==> src/rtl/led_rgb_scan.sv <==
// led_rgb_scan: 7-LED RGB multiplex scanner with PWM per colour slot.
// Double-buffered duty banks; shadow copied to active at frame end.
module led_rgb_scan #(
  parameter int PWM_BITS = 8,
  parameter int PRESCALE = 4,
  parameter int BLANK    = 16
) (
  input  logic                    clk30,
  input  logic                    rst_n,
  input  logic                    wr_valid,
  output logic                    wr_ready,
  input  logic [2:0]              wr_led,
  input  logic [3*PWM_BITS-1:0]   wr_rgb,
  input  logic                    wr_commit,
  output logic [6:0]              led_rgb_multiplex_a,
  output logic [2:0]              led_rgb_multiplex_b,
  output logic                    frame_start
);

  localparam int BW = $clog2(BLANK + 1);
  localparam int PW = $clog2(PRESCALE + 1);

  typedef enum logic {
    S_BLANK,
    S_ON
  } state_t;

  typedef enum logic [1:0] {
    C_R = 2'd0,
    C_G = 2'd1,
    C_B = 2'd2
  } col_t;

  state_t              r_state, w_state;
  col_t                r_col, w_col;
  logic [BW-1:0]       r_bcnt, w_bcnt;
  logic [PW-1:0]       r_pcnt, w_pcnt;
  logic [PWM_BITS-1:0] r_step, w_step;
  logic                r_run;
  logic                r_pend, w_pend;
  logic                w_copy;
  logic                w_wr_acc;
  logic                w_cm_acc;
  logic [6:0]          w_a;
  logic [2:0]          w_b;
  logic                w_fs;

  logic [PWM_BITS-1:0] r_shd [7][3];
  logic [PWM_BITS-1:0] r_act [7][3];

  logic [6:0]          r_a;
  logic [2:0]          r_b;
  logic                r_fs;
  logic                r_ready;

  assign w_wr_acc = wr_valid & r_ready;
  assign w_cm_acc = wr_commit & r_ready;

  // Scan FSM state, counters, run flag and commit flag.
  always_ff @(posedge clk30 or negedge rst_n) begin
    if (!rst_n) begin
      r_state <= S_BLANK;
      r_col   <= C_R;
      r_bcnt  <= '0;
      r_pcnt  <= '0;
      r_step  <= '0;
      r_run   <= 1'b0;
      r_pend  <= 1'b0;
    end else begin
      r_state <= w_state;
      r_col   <= w_col;
      r_bcnt  <= w_bcnt;
      r_pcnt  <= w_pcnt;
      r_step  <= w_step;
      r_run   <= 1'b1;
      r_pend  <= w_pend;
    end
  end

  // Next-state, commit and next-output logic; outputs follow next state.
  always_comb begin
    w_state = r_state;
    w_col   = r_col;
    w_bcnt  = r_bcnt;
    w_pcnt  = r_pcnt;
    w_step  = r_step;
    w_copy  = 1'b0;
    w_pend  = r_pend;
    w_a     = '0;
    w_b     = 3'b111;
    w_fs    = 1'b0;

    if (r_run) begin
      unique case (r_state)
        S_BLANK: begin
          if (r_bcnt == BW'(BLANK - 1)) begin
            w_state = S_ON;
            w_bcnt  = '0;
            w_pcnt  = '0;
            w_step  = '0;
          end else begin
            w_bcnt = r_bcnt + 1'b1;
          end
        end
        S_ON: begin
          if (r_pcnt == PW'(PRESCALE - 1)) begin
            w_pcnt = '0;
            if (r_step == '1) begin
              w_state = S_BLANK;
              w_bcnt  = '0;
              w_step  = '0;
              unique case (r_col)
                C_R:     w_col = C_G;
                C_G:     w_col = C_B;
                default: w_col = C_R;
              endcase
              w_copy = (r_col == C_B) & r_pend;
            end else begin
              w_step = r_step + 1'b1;
            end
          end else begin
            w_pcnt = r_pcnt + 1'b1;
          end
        end
        default: w_state = S_BLANK;
      endcase
    end

    if (w_cm_acc) begin
      w_pend = 1'b1;
    end else if (w_copy) begin
      w_pend = 1'b0;
    end

    if (w_state == S_ON) begin
      unique case (w_col)
        C_R: begin
          w_b = 3'b110;
          for (int i = 0; i < 7; i++) w_a[i] = w_step < r_act[i][0];
        end
        C_G: begin
          w_b = 3'b101;
          for (int i = 0; i < 7; i++) w_a[i] = w_step < r_act[i][1];
        end
        default: begin
          w_b = 3'b011;
          for (int i = 0; i < 7; i++) w_a[i] = w_step < r_act[i][2];
        end
      endcase
    end

    w_fs = r_run && (r_state == S_ON) && (w_state == S_BLANK)
        && (w_col == C_R);
  end

  // Shadow writes and end-of-frame shadow-to-active copy.
  always_ff @(posedge clk30 or negedge rst_n) begin
    if (!rst_n) begin
      for (int i = 0; i < 7; i++) begin
        for (int c = 0; c < 3; c++) begin
          r_shd[i][c] <= '0;
          r_act[i][c] <= '0;
        end
      end
    end else begin
      for (int i = 0; i < 7; i++) begin
        if (w_wr_acc && (wr_led == 3'(i))) begin
          r_shd[i][0] <= wr_rgb[3*PWM_BITS-1:2*PWM_BITS];
          r_shd[i][1] <= wr_rgb[2*PWM_BITS-1:PWM_BITS];
          r_shd[i][2] <= wr_rgb[PWM_BITS-1:0];
        end
        if (w_copy) begin
          for (int c = 0; c < 3; c++) r_act[i][c] <= r_shd[i][c];
        end
      end
    end
  end

  // Registered outputs, blanked asynchronously by reset.
  always_ff @(posedge clk30 or negedge rst_n) begin
    if (!rst_n) begin
      r_a     <= '0;
      r_b     <= 3'b111;
      r_fs    <= 1'b0;
      r_ready <= 1'b0;
    end else begin
      r_a     <= w_a;
      r_b     <= w_b;
      r_fs    <= w_fs;
      r_ready <= ~w_pend;
    end
  end

  assign led_rgb_multiplex_a = r_a;
  assign led_rgb_multiplex_b = r_b;
  assign frame_start         = r_fs;
  assign wr_ready            = r_ready;

endmodule

==> config.mk <==
export PLATFORM = sky130hd
export DESIGN_NAME = led_rgb_scan
export DESIGN_NICKNAME = d
export VERILOG_FILES = /design/src/rtl/led_rgb_scan.sv
export SDC_FILE = /design/constraint.sdc
export NUM_CORES = 1
export LEC_CHECK = 0
export CORE_AREA = 3 3 264 162
export DETAILED_ROUTE_END_ITERATION = 10
export DIE_AREA = 0 0 267 165
export SYNTH_ARGS = -nofsm -noshare
export SYNTH_HDL_FRONTEND = slang
export SYNTH_SLANG_ARGS = --single-unit
==> constraint.sdc <==
create_clock -name clk30 -period 4.24 [get_ports clk30]
set_input_delay 1.272 -clock clk30 [delete_from_list [all_inputs] [get_ports clk30]]
set_output_delay 1.272 -clock clk30 [all_outputs]
set_load 0.01 [all_outputs]
==> flow_summary.json, run 1 <==
{
  "status": "finished clean",
  "synth.avg_cell_area_um2": 13.3,
  "grt_pass1_vias": 11271,
  "htreeDepth": 2,
  "peakVddDrop_uv": 335,
  "area_growth_syn_to_layout_pct": 12.7,
  "highest_layer": "met4",
  "yosysSeqAreaShare": 0.508,
  "crit_type": "flip-flop to flip-flop",
  "dr.pass1.iters": 5,
  "layout_min_cycle_time_ns": 3.87,
  "hp-class": "flip-flop to flip-flop",
  "grt_max_degree": 87,
  "cts_root_buf": "clkbuf_16",
  "worstSetupEndpointType": "flip-flop",
  "p_leak_nw": 10.1,
  "path_clk_slew_ns": 0.07,
  "finish.utilization": 0.507,
  "routedWlPerCell_um": 22.5,
  "setup_slack_ns": 0.373,
  "fill_cells": 3479,
  "finalSetupViolCount": 0,
  "cts_buffer_depth": 3,
  "rows": 57,
  "ys.flop_type": "dfrtp_1",
  "worstPathMaxFanout": 17,
  "cp.required_ns": 4.71,
  "dieArea_mm2": 0.0441,
  "netlist_area_mm2": 0.0182,
  "post_cts_buffers": 0,
  "fin_skew_ns": 0.0119,
  "start_kind": "flip-flop",
  "clock-sinks": 369,
  "tightest_slew_ns": 0.864,
  "core_area_mm2": 0.0404,
  "portBuffers": 42,
  "pre_cts_ws_ns": 0.485,
  "met1_length_um": 24100,
  "fin_nets": 1618,
  "cts-resized-gates": 0,
  "dp.final_hpwl_um": 30500,
  "synthCells": 1368,
  "holdWs_ns": 0.497,
  "crit_arrival_ns": 4.33,
  "via_per_inst": 5.50,
  "gp_congestion": 0.844,
  "fin_tns_setup_ns": 0,
  "syn_nets": 1549,
  "synth_edf_count": 0,
  "die_h_um": 165,
  "cap_violations": 0,
  "power_density_mw_per_mm2": 476,
  "ioPinCount": 43,
  "cts_buffers": 36,
  "synthArstFlopShare": 1.00,
  "drt_iter0_drc": 686,
  "rsz0062_at_grt": "false",
  "drive_gt1_frac": 0.300,
  "hold_viol": 0,
  "max_freq_mhz": 259,
  "initial_core_util": 0.450,
  "drc": 0,
  "routed-wl-met3_um": 1900,
  "num_vias": 10941,
  "insertedDiodeCount": 0,
  "ant_nets": 0,
  "worstSkewPairLatency_ns": 0.53,
  "antenna_found_initial": 0,
  "globalRouteTotalUtil": 0.212,
  "period_share": 0.912,
  "ys_ff_latch": 369,
  "ys_types": 52,
  "cts_tree": "yes",
  "ys_warn_count": 0,
  "routed-wl-met2_um": 18100,
  "drt-total-wl_um": 44800,
  "finalMaxSlewViolations": 0,
  "max_slew_margin": 0.408,
  "cts_hold_buf": 0,
  "gr-total-overflow": 0,
  "die_w_um": 267,
  "grt_pass1_wl_um": 70000
}
## registers in the layout (all words and copies together) (netlist names)
signal and count:
r_act 168, r_shd 168, r_step 8, led_rgb_multiplex_a 7
r_bcnt 5, led_rgb_multiplex_b 3, r_pcnt 3, r_col 2
frame_start 1, r_pend 1, r_run 1, r_state 1
wr_ready 1
## worst paths after layout
check | startpoint | endpoint | slack [ns] | depth (start not counted)
worst max-delay path | r_pcnt[0]$_DFFE_PN0P_ | led_rgb_multiplex_a[6]$_DFF_PN0_ | 0.37 | 13
worst min-delay path | r_shd[132]$_DFFE_PN0P_ | r_act[132]$_DFFE_PN0P_ | 0.50 | 1
worst max register to register | r_pcnt[0]$_DFFE_PN0P_ | led_rgb_multiplex_a[6]$_DFF_PN0_ | 0.37 | 13
worst min register to register | r_shd[132]$_DFFE_PN0P_ | r_act[132]$_DFFE_PN0P_ | 0.50 | 1
max in group asynchronous | rst_n | r_act[129]$_DFFE_PN0P_ | 2.58 | 2
min in group asynchronous | rst_n | r_bcnt[3]$_DFFE_PN0P_ | 0.67 | 1
## synth_stat cells, types with 8 or more instances
master	number	area share
a21o_1	32	0.013
nor2_1	29	0.0060
nand4_1	18	0.0062
nor2b_1	12	0.0041
o21a_1	14	0.0058
mux2_2	229	0.14
ha_1	150	0.10
mux2_4	109	0.090
nand2_1	27	0.0056
clkbuf_1	24	0.0050
o21ai_0	18	0.0050
nand3_1	8	0.0022
dfrtp_1	366	0.50
buf_6	13	0.0081
inv_1	151	0.031
a31oi_1	8	0.0028
a21oi_1	32	0.0088
nor3_1	14	0.0039
and3_1	14	0.0048
nand2b_1	12	0.0041
o2111ai_1	8	0.0039
## cell families (layout without fill, tap and decap cells)
kind of cell             after synthesis  after routing  share of synthesized area
AO/OA/AOI/OAI                        159            159                     0.0617
XOR/XNOR                               2              2                   0.000964
adder cells (fa/ha/maj)              150            150                      0.103
buffers and inverters                193            284                     0.0456
flip-flops                           369            369                      0.508
multiplexers                         339            339                      0.233
other                                  1              1                   0.000206
AND/OR/NAND/NOR                      155            155                     0.0472
## layout by cell type (no fill, tap or decap), types with 6 or more instances in the layout
cell             Yosys  routed
clkbuf_16            0      37
mux2_2             229     229
o221ai_1             6       6
o41ai_1              6       6
a21o_1              32      32
nor2b_1             12      12
o21ai_0             18      14
nor4b_1              7       7
clkinv_2             0       9
mux2_4             109     109
o2111ai_1            8       8
a221oi_1             6       6
nand2b_1            12      12
nor2_1              29      24
buf_4                0      25
buf_12               0       6
a21oi_1             32      32
nand4_1             18      18
a22o_1               6       6
o21a_1              14      14
and3_1              14      14
inv_1              151     151
o31ai_1              7       7
ha_1               150     150
nand3_1              8       8
nor3_1              14      14
clkdlybuf4s50_1      0      41
a21boi_0             6       6
a31oi_1              8       8
clkbuf_1            24       8
dfrtp_1            366     366
nand2_1             27      27
## cell type report
class                      count  area (um^2)  share of cell area
timing repair buffer          73          733              0.0358
multi-input combinational    806         8160               0.399
clock buffer                  46          970              0.0474
tap                          531          664              0.0325
inverter                     151          567              0.0277
sequential                   369         9240               0.451
clock inverter                14          136             0.00666
## routing by layer
metal  GRT usage  vias to the layer above
li1            -                     4989
met1       0.335                     5725
met2       0.301                      172
met3      0.0396                       55
met4      0.0386                        0
met5           0                        -
## through the flow
stage	power, W	std cells	area, um^2
after global placement	0.00656	1930	19400
after CTS	0.00981	1990	20500
final	0.00974	1990	20500
after global routing	0.0103	1990	20500
after detailed placement	0.00665	1930	19400
after floorplan	0.00574	1368	18200
## power by group
part	switching (W)	internal, W	total (W)	leakage (nW)
combinational	0.00132	0.00107	0.00239	4.62
sequential	0.000263	0.00395	0.00421	4.95
clock	0.00139	0.00174	0.00313	0.543
## worst max-delay path, cell delays in order, from the launching register on
cell and delay (ns):
dfrtp_1 0.37, ha_1 0.19, nor2b_1 0.43, nand4_1 0.19
nor3b_1 0.22, a21o_1 0.10, a22o_1 0.30, buf_4 0.35
ha_1 0.31, and3_1 0.20, a221oi_1 0.29, nor2b_1 0.08
o31ai_1 0.50, and3_1 0.25
Power figures use the tool's default switching activity.
==> run 2: changes to the inputs <==
Settings changed: CORE_AREA 3 3 264 162 to 3 3 237 146, DIE_AREA 0 0 267 165 to 0 0 240 149, PLACE_DENSITY set to 0.75.
==> run 2 against run 1 <==
  * Clock skew decreased by 0.0020 ns
  * Utilization increased by 12 points
  * Worst setup slack improved by 0.092 ns
  * Final cell count decreased by 5.7%
  * Sequential cell count unchanged
  * Hold slack got worse by 0.00092 ns
  * Via count increased by 1.2%
  * First-iteration DRC count increased by 12%
  * Power increased by 1.2%
  * Clock-buffer cell count increased by 1
  * Sequential share of layout area increased by 0.17 points
  * Largest cell class unchanged
  * Largest power group unchanged
==> flow_summary.json, run 2 (same netlist as run 1, synthesis figures left out) <==
{
  "status": "finished clean",
  "cts_tree": "yes",
  "dp.final_hpwl_um": 30200,
  "gp_congestion": 0.876,
  "rsz0062_at_grt": "false",
  "cts_buffer_depth": 3,
  "finalMaxSlewViolations": 0,
  "routedWlPerCell_um": 23.5,
  "r2r_setup_slack_ns": 0.46,
  "cts_hold_buf": 0,
  "area_growth_syn_to_layout_pct": 12.2,
  "top_regs": "r_act (168), r_shd (168), r_step (8)",
  "peakVddDrop_uv": 308,
  "hold_viol": 0,
  "clock-sinks": 369,
  "via_per_inst": 5.90,
  "ioPinCount": 43,
  "fin_nets": 1612,
  "fin_tns_setup_ns": 0,
  "rr_worst_depth": 14,
  "grt_pass1_wl_um": 68200,
  "die_h_um": 149,
  "post_cts_buffers": 0,
  "layout_min_cycle_time_ns": 3.78,
  "start_kind": "flip-flop",
  "finish.utilization": 0.629,
  "finalSetupViolCount": 0,
  "htreeDepth": 2,
  "path_clk_slew_ns": 0.07,
  "ant_nets": 0,
  "drive_gt1_frac": 0.300,
  "max_slew_margin": 0.339,
  "r2r-start": "r_pcnt[0]$_DFFE_PN0P_",
  "dr.pass1.iters": 5,
  "crit_type": "flip-flop to flip-flop",
  "fin_cells": 1876,
  "cp.required_ns": 4.71,
  "worstSkewPairLatency_ns": 0.53,
  "initial_core_util": 0.560,
  "cts_buffers": 35,
  "hp-class": "flip-flop to flip-flop",
  "dieArea_mm2": 0.0358,
  "crit_arrival_ns": 4.25,
  "power_density_mw_per_mm2": 484,
  "gr-total-overflow": 0,
  "period_share": 0.890,
  "cp-startpoint": "r_pcnt[0]$_DFFE_PN0P_",
  "fill_cells": 2452,
  "globalRouteTotalUtil": 0.253,
  "cts_root_buf": "clkbuf_16",
  "layout_commonest_cell": "dfrtp_1",
  "pre_cts_ws_ns": 0.617,
  "grt_pass1_vias": 11477,
  "portBuffers": 42,
  "setup.worst_path.end": "led_rgb_multiplex_a[3]$_DFF_PN0_",
  "die_w_um": 240,
  "rows": 51,
  "cts-resized-gates": 0,
  "p_leak_nw": 10.1,
  "holdWs_ns": 0.496,
  "drt-total-wl_um": 44100,
  "dp_cells": 1818,
  "setup_slack_ns": 0.464,
  "cap_violations": 0,
  "grt_max_degree": 86,
  "final_cell_mix": "366 x dfrtp_1, 229 x mux2_2, 151 x inv_1",
  "num_vias": 11070,
  "tightest_slew_ns": 0.991,
  "drc": 0,
  "r2r-end": "led_rgb_multiplex_a[3]$_DFF_PN0_",
  "antenna_found_initial": 3,
  "max_freq_mhz": 265,
  "core_area_mm2": 0.0324,
  "drt_iter0_drc": 768,
  "insertedDiodeCount": 0,
  "worstSetupEndpointType": "flip-flop",
  "worstPathMaxFanout": 14,
  "fin_skew_ns": 0.00985
}
run 2: changes by cell type in the layout (fill, tap and decap cells not counted), moves of 4 or more:
| cell | change |
|---|---|
| buf_4 | -7 |
| clkbuf_8 | +5 |
| clkinv_2 | -5 |
| clkbuf_1 | -4 |
| nor2_2 | +4 |
| nor2_4 | -4 |
run 2: stage by stage:
stage / area, um^2 / total power (W)
3_3_place_gp: 19200 / 0.00644
2_1_floorplan: 18200 / 0.00574
5_1_grt: 20400 / 0.0104
3_5_place_dp: 19200 / 0.00657
6_report: 20400 / 0.00986
4_1_cts: 20400 / 0.00988
run 2: critical path: stages (launching register included):
cell	delay, ns
dfrtp_1	0.37
ha_1	0.20
nor2b_1	0.42
nand4_1	0.21
nor2_1	0.20
nand3_1	0.11
o21ai_2	0.47
buf_4	0.36
ha_1	0.29
a21o_1	0.19
a21o_1	0.17
a21oi_1	0.23
o221ai_1	0.19
a21oi_1	0.15
and3_1	0.15
run 2: cell type report:
cell class / instances / area, um^2 / share of cell area
clock buffers: 47 / 1020 / 0.0502
clock inverters: 11 / 163 / 0.00798
flip-flops and latches: 369 / 9240 / 0.453
well taps: 424 / 531 / 0.0260
multi-input cells: 806 / 8150 / 0.400
repair buffers: 68 / 721 / 0.0353
inverters: 151 / 567 / 0.0278
run 2: worst min-delay path by stage:
stage / from / endpoint / slack (ns) / cells past startpoint
2_1_floorplan: r_col[1]$_DFF_PN0_ / led_rgb_multiplex_b[2]$_DFF_PN1_ / 0.47 / 1
3_3_place_gp: r_shd[91]$_DFFE_PN0P_ / r_act[91]$_DFFE_PN0P_ / 0.48 / 1
3_5_place_dp: r_shd[159]$_DFFE_PN0P_ / r_act[159]$_DFFE_PN0P_ / 0.49 / 1
4_1_cts: r_shd[149]$_DFFE_PN0P_ / r_act[149]$_DFFE_PN0P_ / 0.50 / 1
5_1_grt: r_shd[18]$_DFFE_PN0P_ / r_act[18]$_DFFE_PN0P_ / 0.51 / 1
6_report: r_shd[127]$_DFFE_PN0P_ / r_act[127]$_DFFE_PN0P_ / 0.50 / 1
run 2: power breakdown:
group	internal, W	total [W]	leakage [nW]	switching (W)
sequential	0.00395	0.00423	4.95	0.000277
combinational	0.00108	0.00233	4.61	0.00125
clock	0.00193	0.00330	0.576	0.00137
total	0.00696	0.00986	10.1	0.00289
run 2: routing by layer:
metal	vias up	wire length (um)	track usage
met5	-	25	0
met4	6	785	0.0561
met3	72	3540	0.0782
met2	292	18200	0.362
met1	5721	21500	0.379
li1	4979	-	-
